===== config.mk =====
export PLATFORM = sky130hd
export DESIGN_NAME = onchip_mem_arbiter
export DESIGN_NICKNAME = d
export VERILOG_FILES = /design/src/rtl/onchip_mem_arbiter.sv
export SDC_FILE = /design/constraint.sdc
export NUM_CORES = 1
export LEC_CHECK = 0
export BUFFER_PORTS_ARGS = -buffer_cell sky130_fd_sc_hd__buf_2
export CORE_AREA = 2 2 100 102
export DETAILED_ROUTE_END_ITERATION = 10
export DIE_AREA = 0 0 102 104
export PLACE_DENSITY = 0.51
export SYNTH_ARGS = -nofsm -noshare
export SYNTH_HDL_FRONTEND = slang
export SYNTH_SLANG_ARGS = --single-unit

===== constraint.sdc =====
create_clock -name clk -period 5.4 [get_ports clk]
set_clock_uncertainty 0.05 [all_clocks]
set_input_delay 1.08 -clock clk [delete_from_list [all_inputs] [get_ports clk]]
set_output_delay 1.08 -clock clk [all_outputs]
set_load 0.03 [all_outputs]

===== src/rtl/onchip_mem_arbiter.sv =====
// onchip_mem_arbiter: round-robin two-master front end for the shared
// single-port on-chip RAM, with 1-cycle read return and range checking.
module onchip_mem_arbiter #(
  parameter int ADDR_W = 13,
  parameter int DATA_W = 32,
  parameter int DEPTH  = 6000
) (
  input  logic                  clk,
  input  logic                  reset,

  input  logic [ADDR_W-1:0]     m0_address,
  input  logic [DATA_W/8-1:0]   m0_byteenable,
  input  logic                  m0_read,
  input  logic                  m0_write,
  input  logic [DATA_W-1:0]     m0_writedata,
  output logic                  m0_waitrequest,
  output logic [DATA_W-1:0]     m0_readdata,
  output logic                  m0_readdatavalid,
  output logic                  m0_err,

  input  logic [ADDR_W-1:0]     m1_address,
  input  logic [DATA_W/8-1:0]   m1_byteenable,
  input  logic                  m1_read,
  input  logic                  m1_write,
  input  logic [DATA_W-1:0]     m1_writedata,
  output logic                  m1_waitrequest,
  output logic [DATA_W-1:0]     m1_readdata,
  output logic                  m1_readdatavalid,
  output logic                  m1_err,

  output logic [ADDR_W-1:0]     ram_address,
  output logic [DATA_W/8-1:0]   ram_byteenable,
  output logic                  ram_chipselect,
  output logic                  ram_write,
  output logic [DATA_W-1:0]     ram_writedata,
  input  logic [DATA_W-1:0]     ram_readdata
);

  localparam logic [ADDR_W:0] LIMIT = (ADDR_W+1)'(DEPTH);

  logic req0;
  logic req1;
  logic in0;
  logic in1;
  logic grant0;
  logic grant1;
  logic last_grant;
  logic rv0;
  logic rv1;
  logic oor;
  logic err0;
  logic err1;
  logic [DATA_W-1:0] rdata;

  assign req0 = m0_read | m0_write;
  assign req1 = m1_read | m1_write;

  assign in0 = {1'b0, m0_address} < LIMIT;
  assign in1 = {1'b0, m1_address} < LIMIT;

  // Contention goes to the port that did not win last time.
  always_comb begin
    grant0 = 1'b0;
    grant1 = 1'b0;
    if (!reset) begin
      unique case (1'b1)
        req0 & req1: begin
          grant0 = last_grant;
          grant1 = ~last_grant;
        end
        req0 & ~req1: grant0 = 1'b1;
        ~req0 & req1: grant1 = 1'b1;
        default: ;
      endcase
    end
  end

  assign m0_waitrequest = ~grant0;
  assign m1_waitrequest = ~grant1;

  always_comb begin
    ram_chipselect = 1'b0;
    ram_write      = 1'b0;
    ram_address    = m0_address;
    ram_byteenable = m0_byteenable;
    ram_writedata  = m0_writedata;
    unique case (1'b1)
      grant0: begin
        ram_chipselect = in0;
        ram_write      = in0 & m0_write;
      end
      grant1: begin
        ram_chipselect = in1;
        ram_write      = in1 & m1_write;
        ram_address    = m1_address;
        ram_byteenable = m1_byteenable;
        ram_writedata  = m1_writedata;
      end
      default: ;
    endcase
  end

  always_ff @(posedge clk) begin
    if (reset) begin
      last_grant <= 1'b1;
      rv0        <= 1'b0;
      rv1        <= 1'b0;
      oor        <= 1'b0;
      err0       <= 1'b0;
      err1       <= 1'b0;
    end else begin
      if (grant0) begin
        last_grant <= 1'b0;
      end else if (grant1) begin
        last_grant <= 1'b1;
      end
      rv0  <= grant0 & m0_read & ~m0_write;
      rv1  <= grant1 & m1_read & ~m1_write;
      oor  <= (grant0 & ~in0) | (grant1 & ~in1);
      err0 <= err0 | (grant0 & ~in0);
      err1 <= err1 | (grant1 & ~in1);
    end
  end

  // While reset is held, return-path state reads as cleared at once.
  assign m0_readdatavalid = rv0 & ~reset;
  assign m1_readdatavalid = rv1 & ~reset;
  assign m0_err           = err0 & ~reset;
  assign m1_err           = err1 & ~reset;

  assign rdata       = oor ? '0 : ram_readdata;
  assign m0_readdata = rdata;
  assign m1_readdata = rdata;

endmodule


======== Yosys cells after proc, flatten, opt, wreduce, memory -nomap -nowiden ========
Index checks and enable logic that the tools add are counted.
word-level totals
  register bits ........................... 6
  latch bits .............................. 0
  memory bits (writable) .................. 0
  memory bits (read-only) ................. 0
  input port bits ......................... 136
  output and inout bits ................... 121
  logic and storage cells ................. 51
  memories ................................ 0
operators by class
  $add $sub $neg .......................... 0
  multipliers ............................. 0
  divide/modulo/power cells ............... 0
  $lt $le $gt $ge ......................... 2
  eq/ne operators ......................... 0
  shift-type cells ........................ 0
  muxes and demuxes ....................... 12
  bitwise logic cells ..................... 30
  reductions and logical operators ........ 1
operators by type and width
  cell                                                 count
  32-bit two-way mux                                   2
  13-bit less-than comparator (second input constant)  2
  1-bit AND                                            15
  13-bit two-way mux                                   1
  1-bit NOT                                            10
  1-bit case mux with 2 select lines                   4
  1-bit OR                                             5
  1-bit two-way mux                                    4
  4-bit two-way mux                                    1
  2-bit nonzero test                                   1

======== Longest topological paths before layout ========
Gate-level depths: netlist (run 1).
  depth after elaboration ................. 7
  gate-level depth with buffers ........... 6
  depth with buffers taken out ............ 4

======== Worst setup path before layout (run 1) ========
Ideal clock, no wire load.
  path kind ............................... input-to-output
  start ................................... in m0_read
  end ..................................... out ram_chipselect
  data arrival time ....................... 2404 ps
  required time ........................... 4270 ps
  path slack .............................. 1866 ps
  stages on the path ...................... 5
  cells stage by stage .................... o21a_1 > or3_1 > buf_6 > buf_12 > o22ai_1
between the ends
  cells in the longest elaborated chain, start to end .. 6
RTL lines
  item                                  line  text
  start: declaration                    13    input logic m0_read,
  1-bit OR *                            55    assign req0 = m0_read | m0_write;
  1-bit NOT                             72    ~req0 & req1: grant1 = 1'b1;
  1-bit AND                             72
  1-bit case mux with 2 select lines    66    unique case (1'b1)
  1-bit two-way mux                     65    if (!reset) begin
  1-bit case mux with 2 select lines *  87    unique case (1'b1)
  end: declaration                      33    output logic ram_chipselect,
Every way passes the cells marked *; elsewhere a longest branch is shown, timed or not.

======== Worst setup path after layout (run 1) ========
  start ................................... in m0_read
  end ..................................... out ram_writedata[27]
between the ends
  cells in the longest elaborated chain, start to end .. 6
RTL lines
  item                                  line  text
  1-bit OR *                            55
  1-bit NOT                             72
  1-bit AND                             72
  1-bit case mux with 2 select lines *  66
  1-bit two-way mux *                   65
  32-bit two-way mux *                  87
  end: declaration                      35    output logic [DATA_W-1:0] ram_writedata,
Marks and branches as above.

==> results of run 1 <==
cell families (layout without fill, tap and decap cells):
group / Yosys count / after routing / synth area share (%)
flops: 6 / 6 / 7.50
compound gates: 9 / 9 / 4.38
simple gates: 54 / 54 / 20.0
buf+inv: 41 / 260 / 22.7
mux: 49 / 49 / 45.5
final cells by class:
type | instances | area [sq um] | share of cell area, %
Timing Repair Buffer | 257 | 1290 | 47.1
Multi-Input combinational cell | 112 | 1120 | 40.9
Tap cell | 133 | 166 | 6.08
Sequential cell | 6 | 120 | 4.39
Clock buffer | 3 | 41.3 | 1.51
per-stage QoR:
stage	worst slack [ps]	hold slack, ps	total power, W	utilization [%]
2_1_floorplan	1870	400	0.000337	-
3_3_place_gp	1480	433	0.000428	28.2
5_1_grt	1400	463	0.000519	28.7
6_report	1450	442	0.000492	28.7
3_5_place_dp	1460	426	0.000428	28.2
4_1_cts	1460	441	0.000497	28.7
final timing paths:
kind                                 from                       to  slack [ps]  depth (start not counted)
setup / recovery                  m0_read        ram_writedata[27]        1450                          6
hold / removal    last_grant$_SDFFE_PP1P_  last_grant$_SDFFE_PP1P_         440                          1
hold reg to reg   last_grant$_SDFFE_PP1P_  last_grant$_SDFFE_PP1P_         440                          1
setup reg to reg  last_grant$_SDFFE_PP1P_          err1$_SDFF_PP0_        3720                          5
critical path, stage by stage:
cell,delay [ps]
buf_2,110
o21a_1,190
or3_2,400
buf_4,370
mux2_4,420
buf_2,190
cell usage in the layout, fill, tap and decap left out, types with 2 or more instances in the layout:
master	Yosys	routed
nand2_1	5	5
nor4b_1	2	2
mux2_2	2	2
dfxtp_1	6	6
clkbuf_8	0	3
nor2_1	4	4
mux2_4	47	47
a31oi_1	2	2
nand2b_1	4	4
nor2b_1	36	36
buf_2	0	256
registers in the layout (all words and copies together) (netlist names):
name and count:
rv1 1, oor 1, last_grant 1, rv0 1, err1 1, err0 1
routing by layer:
layer / share of wire [%] / global-route usage, %
met4: 0.77 / 1.81
met3: 9.2 / 2.15
met1: 38 / 12.2
met5: 0 / 0
met2: 52 / 20.6
power groups by stage:
stage / clock [W] / combinational [W] / sequential, W
after global placement: 0 / 0.000376 / 0.0000527
after global routing: 0.0000715 / 0.000395 / 0.0000526
after floorplan: 0 / 0.000288 / 0.0000489
after detailed placement: 0 / 0.000376 / 0.0000527
final: 0.0000652 / 0.000375 / 0.0000521
after CTS: 0.0000672 / 0.000377 / 0.0000521
==> summary.md, run 1 <==
| Metric | Value |
|---|---|
| Fillers | `1055` |
| Ys Warns | `0` |
| First-pass iteration count of the detailed router | `4` |
| Startpoint Class | `primary input` |
| Tmin final | `about 4000 ps` |
| Crit. End Element | `output pin` |
| Core ar. | `roughly 0.0095 sq mm` |
| Final-report hold violation count | `0` |
| CTS Buf Count | `3` |
| Die width | `102 um` |
| Critical Setup Path Class | `primary input to output pin` |
| Switch share | `roughly 50%` |
| Die area | `0.0106 sq mm` |
| # Post-CTS Setup Buffers | `0` |
| Pleak | `1.70 nW` |
| Seq cells post-synth | `6` |
| Drt wl/cell | `13.0 um` |
| Data arrival, critical path | `2820 ps` |
| Cell Area, Synth | `0.00160 sq mm` |
| Placed cells | `between 500 and 600` |
| Worst IR Drop VDD | `133 uV` |
| Cts repair resizes | `0` |
| Critical-path maximum fanout | `53` |
| Int Pwr | `0.000240 W` |
| Starting density of the core | `16.8%` |
| Yosys top cell area share | `44.1%` |
| Mapped Cells | `159` |
| CTS tree | `built` |
| Gr ovfl total | `0` |
| GPL Wtd Cong | `about 0.84` |
| Max_slew headroom | `between 30% and 40%` |
| Gr usage total | `10.8%` |
| Total of max-cap violations | `0` |
| IO Pins | `257` |
| Initial DRC count | `44` |
| Post-detail-place hpwl | `5830 um` |
| RSZ-0062 raised after global routing | `no` |
| Mean post-synth cell area | `10.1 sq um` |
| Sum of negative setup slack | `0 ps` |
| Tcrit/Tclk final | `73.1%` |
| Number of flops mapped to enable cells by yosys | `0` |
| Min-delay worst type | `flop to flop` |
| Synth area leaders | `mux2_4, buf_4, nor2b_1` |
| Reg power frac | `10.6%` |
| Placement Cell Area | `0.00270 sq mm` |
| Unique masters post-synth | `22` |
| Die Ht | `104 um` |
| Max Clk Rate | `0.253 GHz` |
| DR vias/cell | `3.86` |
| H-tree depth | `1` |
| Largest net degree at the start of global routing | `54` |
| Syn_nets | `295` |
| Clock buffer depth | `2` |
| Post-CTS Hold Fix Bufs | `0` |
| Post-route design area | `0.00274 sq mm` |
| Clock sinks | `6` |
| Psw | `between 0.0002 and 0.0003 W` |
| Clock transition at path regs | `30 ps` |
| Synth Flop Type | `dfxtp_1` |
| Slew Viols, Final | `0` |
| Data required, critical path | `4270 ps` |
| Outcome | `finished clean` |
| Count leader, synth | `mux2_4` |
| First-pass GRT wire length | `between 9000 and 10000 um` |
| Share of layout cells above drive strength 1 | `82.3%` |
| Fraction of registers with async set or reset after synthesis | `0%` |
| Antenna-violating nets left | `0` |
| I/O Buffers | `256` |
| DRC errors left | `0` |
| Tightest Pin Transition | `1010 ps` |
| Setup violators final | `0` |
| DRT Wirelength | `between 6000 and 7000 um` |
| Register area share after synthesis | `7.50%` |
| Initial antenna violation count | `0` |
| Pwr dens | `180 mW/mm^2` |
| Area Overhead vs Synth | `70.9%` |
| Post-synth top cells | `mux2_4, nor2b_1, buf_4, dfxtp_1` |
| Cell taking the most area after synthesis | `mux2_4` |
| Antenna diode count | `0` |
| Cell row count | `36` |
| Clk Tree Root Cell | `clkbuf_8` |
| Vias in the first global route | `1898` |
| Insertion delay to the later sink of the worst-skew pair | `220 ps` |
| Clock share of power | `13.2%` |
| Nets@finish | `516` |
| Vias post-DR | `1970` |
| Final cell count without fillers | `511` |
| Gate power share | `approximately three quarters` |
Power figures use the tool's default switching activity.
==> run 2, diff against run 1 <==
--- a/config.mk
+++ b/config.mk
@@ -5,11 +5,12 @@
 export SDC_FILE = /design/constraint.sdc
 export NUM_CORES = 1
 export LEC_CHECK = 0
+export ABC_AREA = 1
 export BUFFER_PORTS_ARGS = -buffer_cell sky130_fd_sc_hd__buf_2
 export CORE_AREA = 2 2 100 102
 export DETAILED_ROUTE_END_ITERATION = 10
 export DIE_AREA = 0 0 102 104
-export PLACE_DENSITY = 0.51
+export PLACE_DENSITY = 0.5
 export SYNTH_ARGS = -nofsm -noshare
 export SYNTH_HDL_FRONTEND = slang
 export SYNTH_SLANG_ARGS = --single-unit
==> constraint.sdc (replaced) <==
create_clock -name clk -period 4 [get_ports clk]
set_clock_uncertainty 0.05 [all_clocks]
set_input_delay 0.8 -clock clk [delete_from_list [all_inputs] [get_ports clk]]
set_output_delay 0.8 -clock clk [all_outputs]
set_load 0.03 [all_outputs]
==> summary.md, run 2 <==
| Metric | Value |
|---|---|
| Gr ovfl total | `0` |
| Clock sinks | `6` |
| Starting density of the core | `16.0%` |
| Synth Flop Type | `dfxtp_1` |
| Worst IR Drop VDD | `about 96 uV` |
| Pleak | `1.99 nW` |
| Area Overhead vs Synth | `78.6%` |
| Insertion delay to the later sink of the worst-skew pair | `220 ps` |
| Cell taking the most area after synthesis | `nand2_1` |
| I/O Buffers | `256` |
| Most frequent cells in the layout | `buf_2, nand2_1, inv_1, nor2_1, o21ai_0` |
| Antenna-violating nets left | `0` |
| Slew Viols, Final | `0` |
| Startpoint Class | `primary input` |
| Max_slew headroom | `between 30% and 40%` |
| Post-route design area | `0.00273 sq mm` |
| Die width | `102 um` |
| DR vias/cell | `3.82` |
| Register area share after synthesis | `7.86%` |
| Vias in the first global route | `2392` |
| Initial DRC count | `62` |
| Min-delay worst type | `flop to flop` |
| Cell mode on critical path | `nand2_1` |
| First-pass GRT wire length | `10700 um` |
| Placement Cell Area | `0.00269 sq mm` |
| Final cell count without fillers | `683` |
| Most common cell after layout, fill and taps aside | `buf_2` |
| # Post-CTS Setup Buffers | `0` |
| Nets@finish | `688` |
| Vias post-DR | `2611` |
| Outcome | `finished clean` |
| First-pass iteration count of the detailed router | `4` |
| Worst hold slack | `between 400 and 500 ps` |
| CP Buf/Inv Count | `4` |
| Critical Setup Path Class | `primary input to output pin` |
| Number of flops mapped to enable cells by yosys | `0` |
| CTS Buf Count | `3` |
| Crit-path cells | `buf_2, or2_1, nand2_1, nand3_4, inv_2, buf_4, nand2_1, nand2_1, buf_2` |
| Core ar. | `0.00955 sq mm` |
| Die Ht | `104 um` |
| Yosys top cell area share | `40.5%` |
| Top delay family on crit path | `buffers and inverters` |
| Mapped Cells | `around 330` |
| H-tree depth | `1` |
| Cell Area, Synth | `0.00153 sq mm` |
| Total of max-cap violations | `0` |
| Clock transition at path regs | `about 30 ps` |
| Tcrit/Tclk final | `80.5%` |
| Count leader, synth | `nand2_1` |
| Antenna diode count | `0` |
| Pwr dens | `241 mW/mm^2` |
| Data required, critical path | `3150 ps` |
| Cts repair resizes | `0` |
| Syn_nets | `468` |
| Unique masters post-synth | `17` |
| Crit. End Element | `output pin` |
| Mean post-synth cell area | `4.61 sq um` |
| Clk Tree Root Cell | `clkbuf_8` |
| Worst path slowest cell | `inv_2` |
| Gr usage total | `12.4%` |
| Max Clk Rate | `0.310 GHz` |
| Synth area leaders | `nand2_1, buf_4, inv_1` |
| Ys Warns | `0` |
| GPL Wtd Cong | `0.790` |
| DRT Wirelength | `7220 um` |
| Drt wl/cell | `10.6 um` |
| Tmin final | `3220 ps` |
| Tightest Pin Transition | `1000 ps` |
| Data arrival, critical path | `about 2400 ps` |
| Seq cells post-synth | `6` |
| Die area | `0.0106 sq mm` |
| Initial antenna violation count | `1` |
| Setup violators final | `0` |
| Sum of negative setup slack | `0 ps` |
| Largest net degree at the start of global routing | `37` |
| Core Util, Final | `28.6%` |
| Post-CTS Hold Fix Bufs | `0` |
| Post-synth top cells | `nand2_1, inv_1, nor2_1, buf_4, o21ai_0` |
| Clock buffer depth | `2` |
| CTS tree | `built` |
| Critical-path maximum fanout | `36` |
| Post-detail-place hpwl | `6520 um` |
| Crit path largest cell delay | `420 ps` |
| IO Pins | `257` |
| Cell row count | `36` |
| Placed cells | `680` |
| Fraction of registers with async set or reset after synthesis | `0%` |
| Share of layout cells above drive strength 1 | `48.2%` |
| RSZ-0062 raised after global routing | `no` |
| Final-report hold violation count | `0` |
| DRC errors left | `0` |
run 2: changes by cell type after synthesis, moves of 7 or more:
cell     before  now
nand2_1       5  165
mux2_4       47    0
nor2_1        4   49
o21ai_0       0    7
inv_1         0   50
nor2b_1      36    0
run 2: stage by stage:
step,worst slack [ps],total power (W)
6_report,779,0.000659
4_1_cts,734,0.000669
5_1_grt,593,0.000710
3_5_place_dp,739,0.000575
3_3_place_gp,767,0.000572
2_1_floorplan,1050,0.000423
run 2: kinds of logic after synthesis:
group,synth area share [%]
DFF,7.86
and+or+nand+nor,56.0
AOI/OAI and AO/OA,2.95
buffers and inverters,33.2
run 2: final timing paths:
path / startpoint / to / slack [ps] / cells past startpoint
hold / removal: err1$_SDFF_PP0_ / err1$_SDFF_PP0_ / 410 / 2
setup / recovery: m0_read / ram_writedata[5] / 780 / 9
setup reg to reg: last_grant$_SDFFE_PP1P_ / err1$_SDFF_PP0_ / 2530 / 6
hold reg to reg: err1$_SDFF_PP0_ / err1$_SDFF_PP0_ / 410 / 2
run 2: layout make-up:
type | count | area (sq um)
fill | 1130 | 6820
multi-input combinational | 230 | 901
clock buffer | 3 | 41.3
timing repair buffer | 260 | 1310
sequential | 6 | 120
inverter | 51 | 191
tap | 133 | 166
run 2: worst register-to-register path: stages, from the launching register on:
cell,delay [ps]
dfxtp_1,310
nand2_1,100
nand3_4,80
inv_2,420
buf_4,240
o21ai_1,120
nand2_1,80
run 2: power breakdown:
part | internal (W) | leakage [nW] | total, W | switching (W)
clock | 0.0000647 | 0.0216 | 0.0000906 | 0.0000260
sequential | 0.0000639 | 0.0493 | 0.0000704 | 0.00000653
combinational | 0.000153 | 1.92 | 0.000498 | 0.000345
run 2: per-layer routing:
layer	routed length [um]	part of all wire (%)	GRT usage, %
met1	2640	37	12.6
met2	3690	51	24.6
met5	13	0.18	0
met3	814	11	3.16
met4	59	0.82	2.29
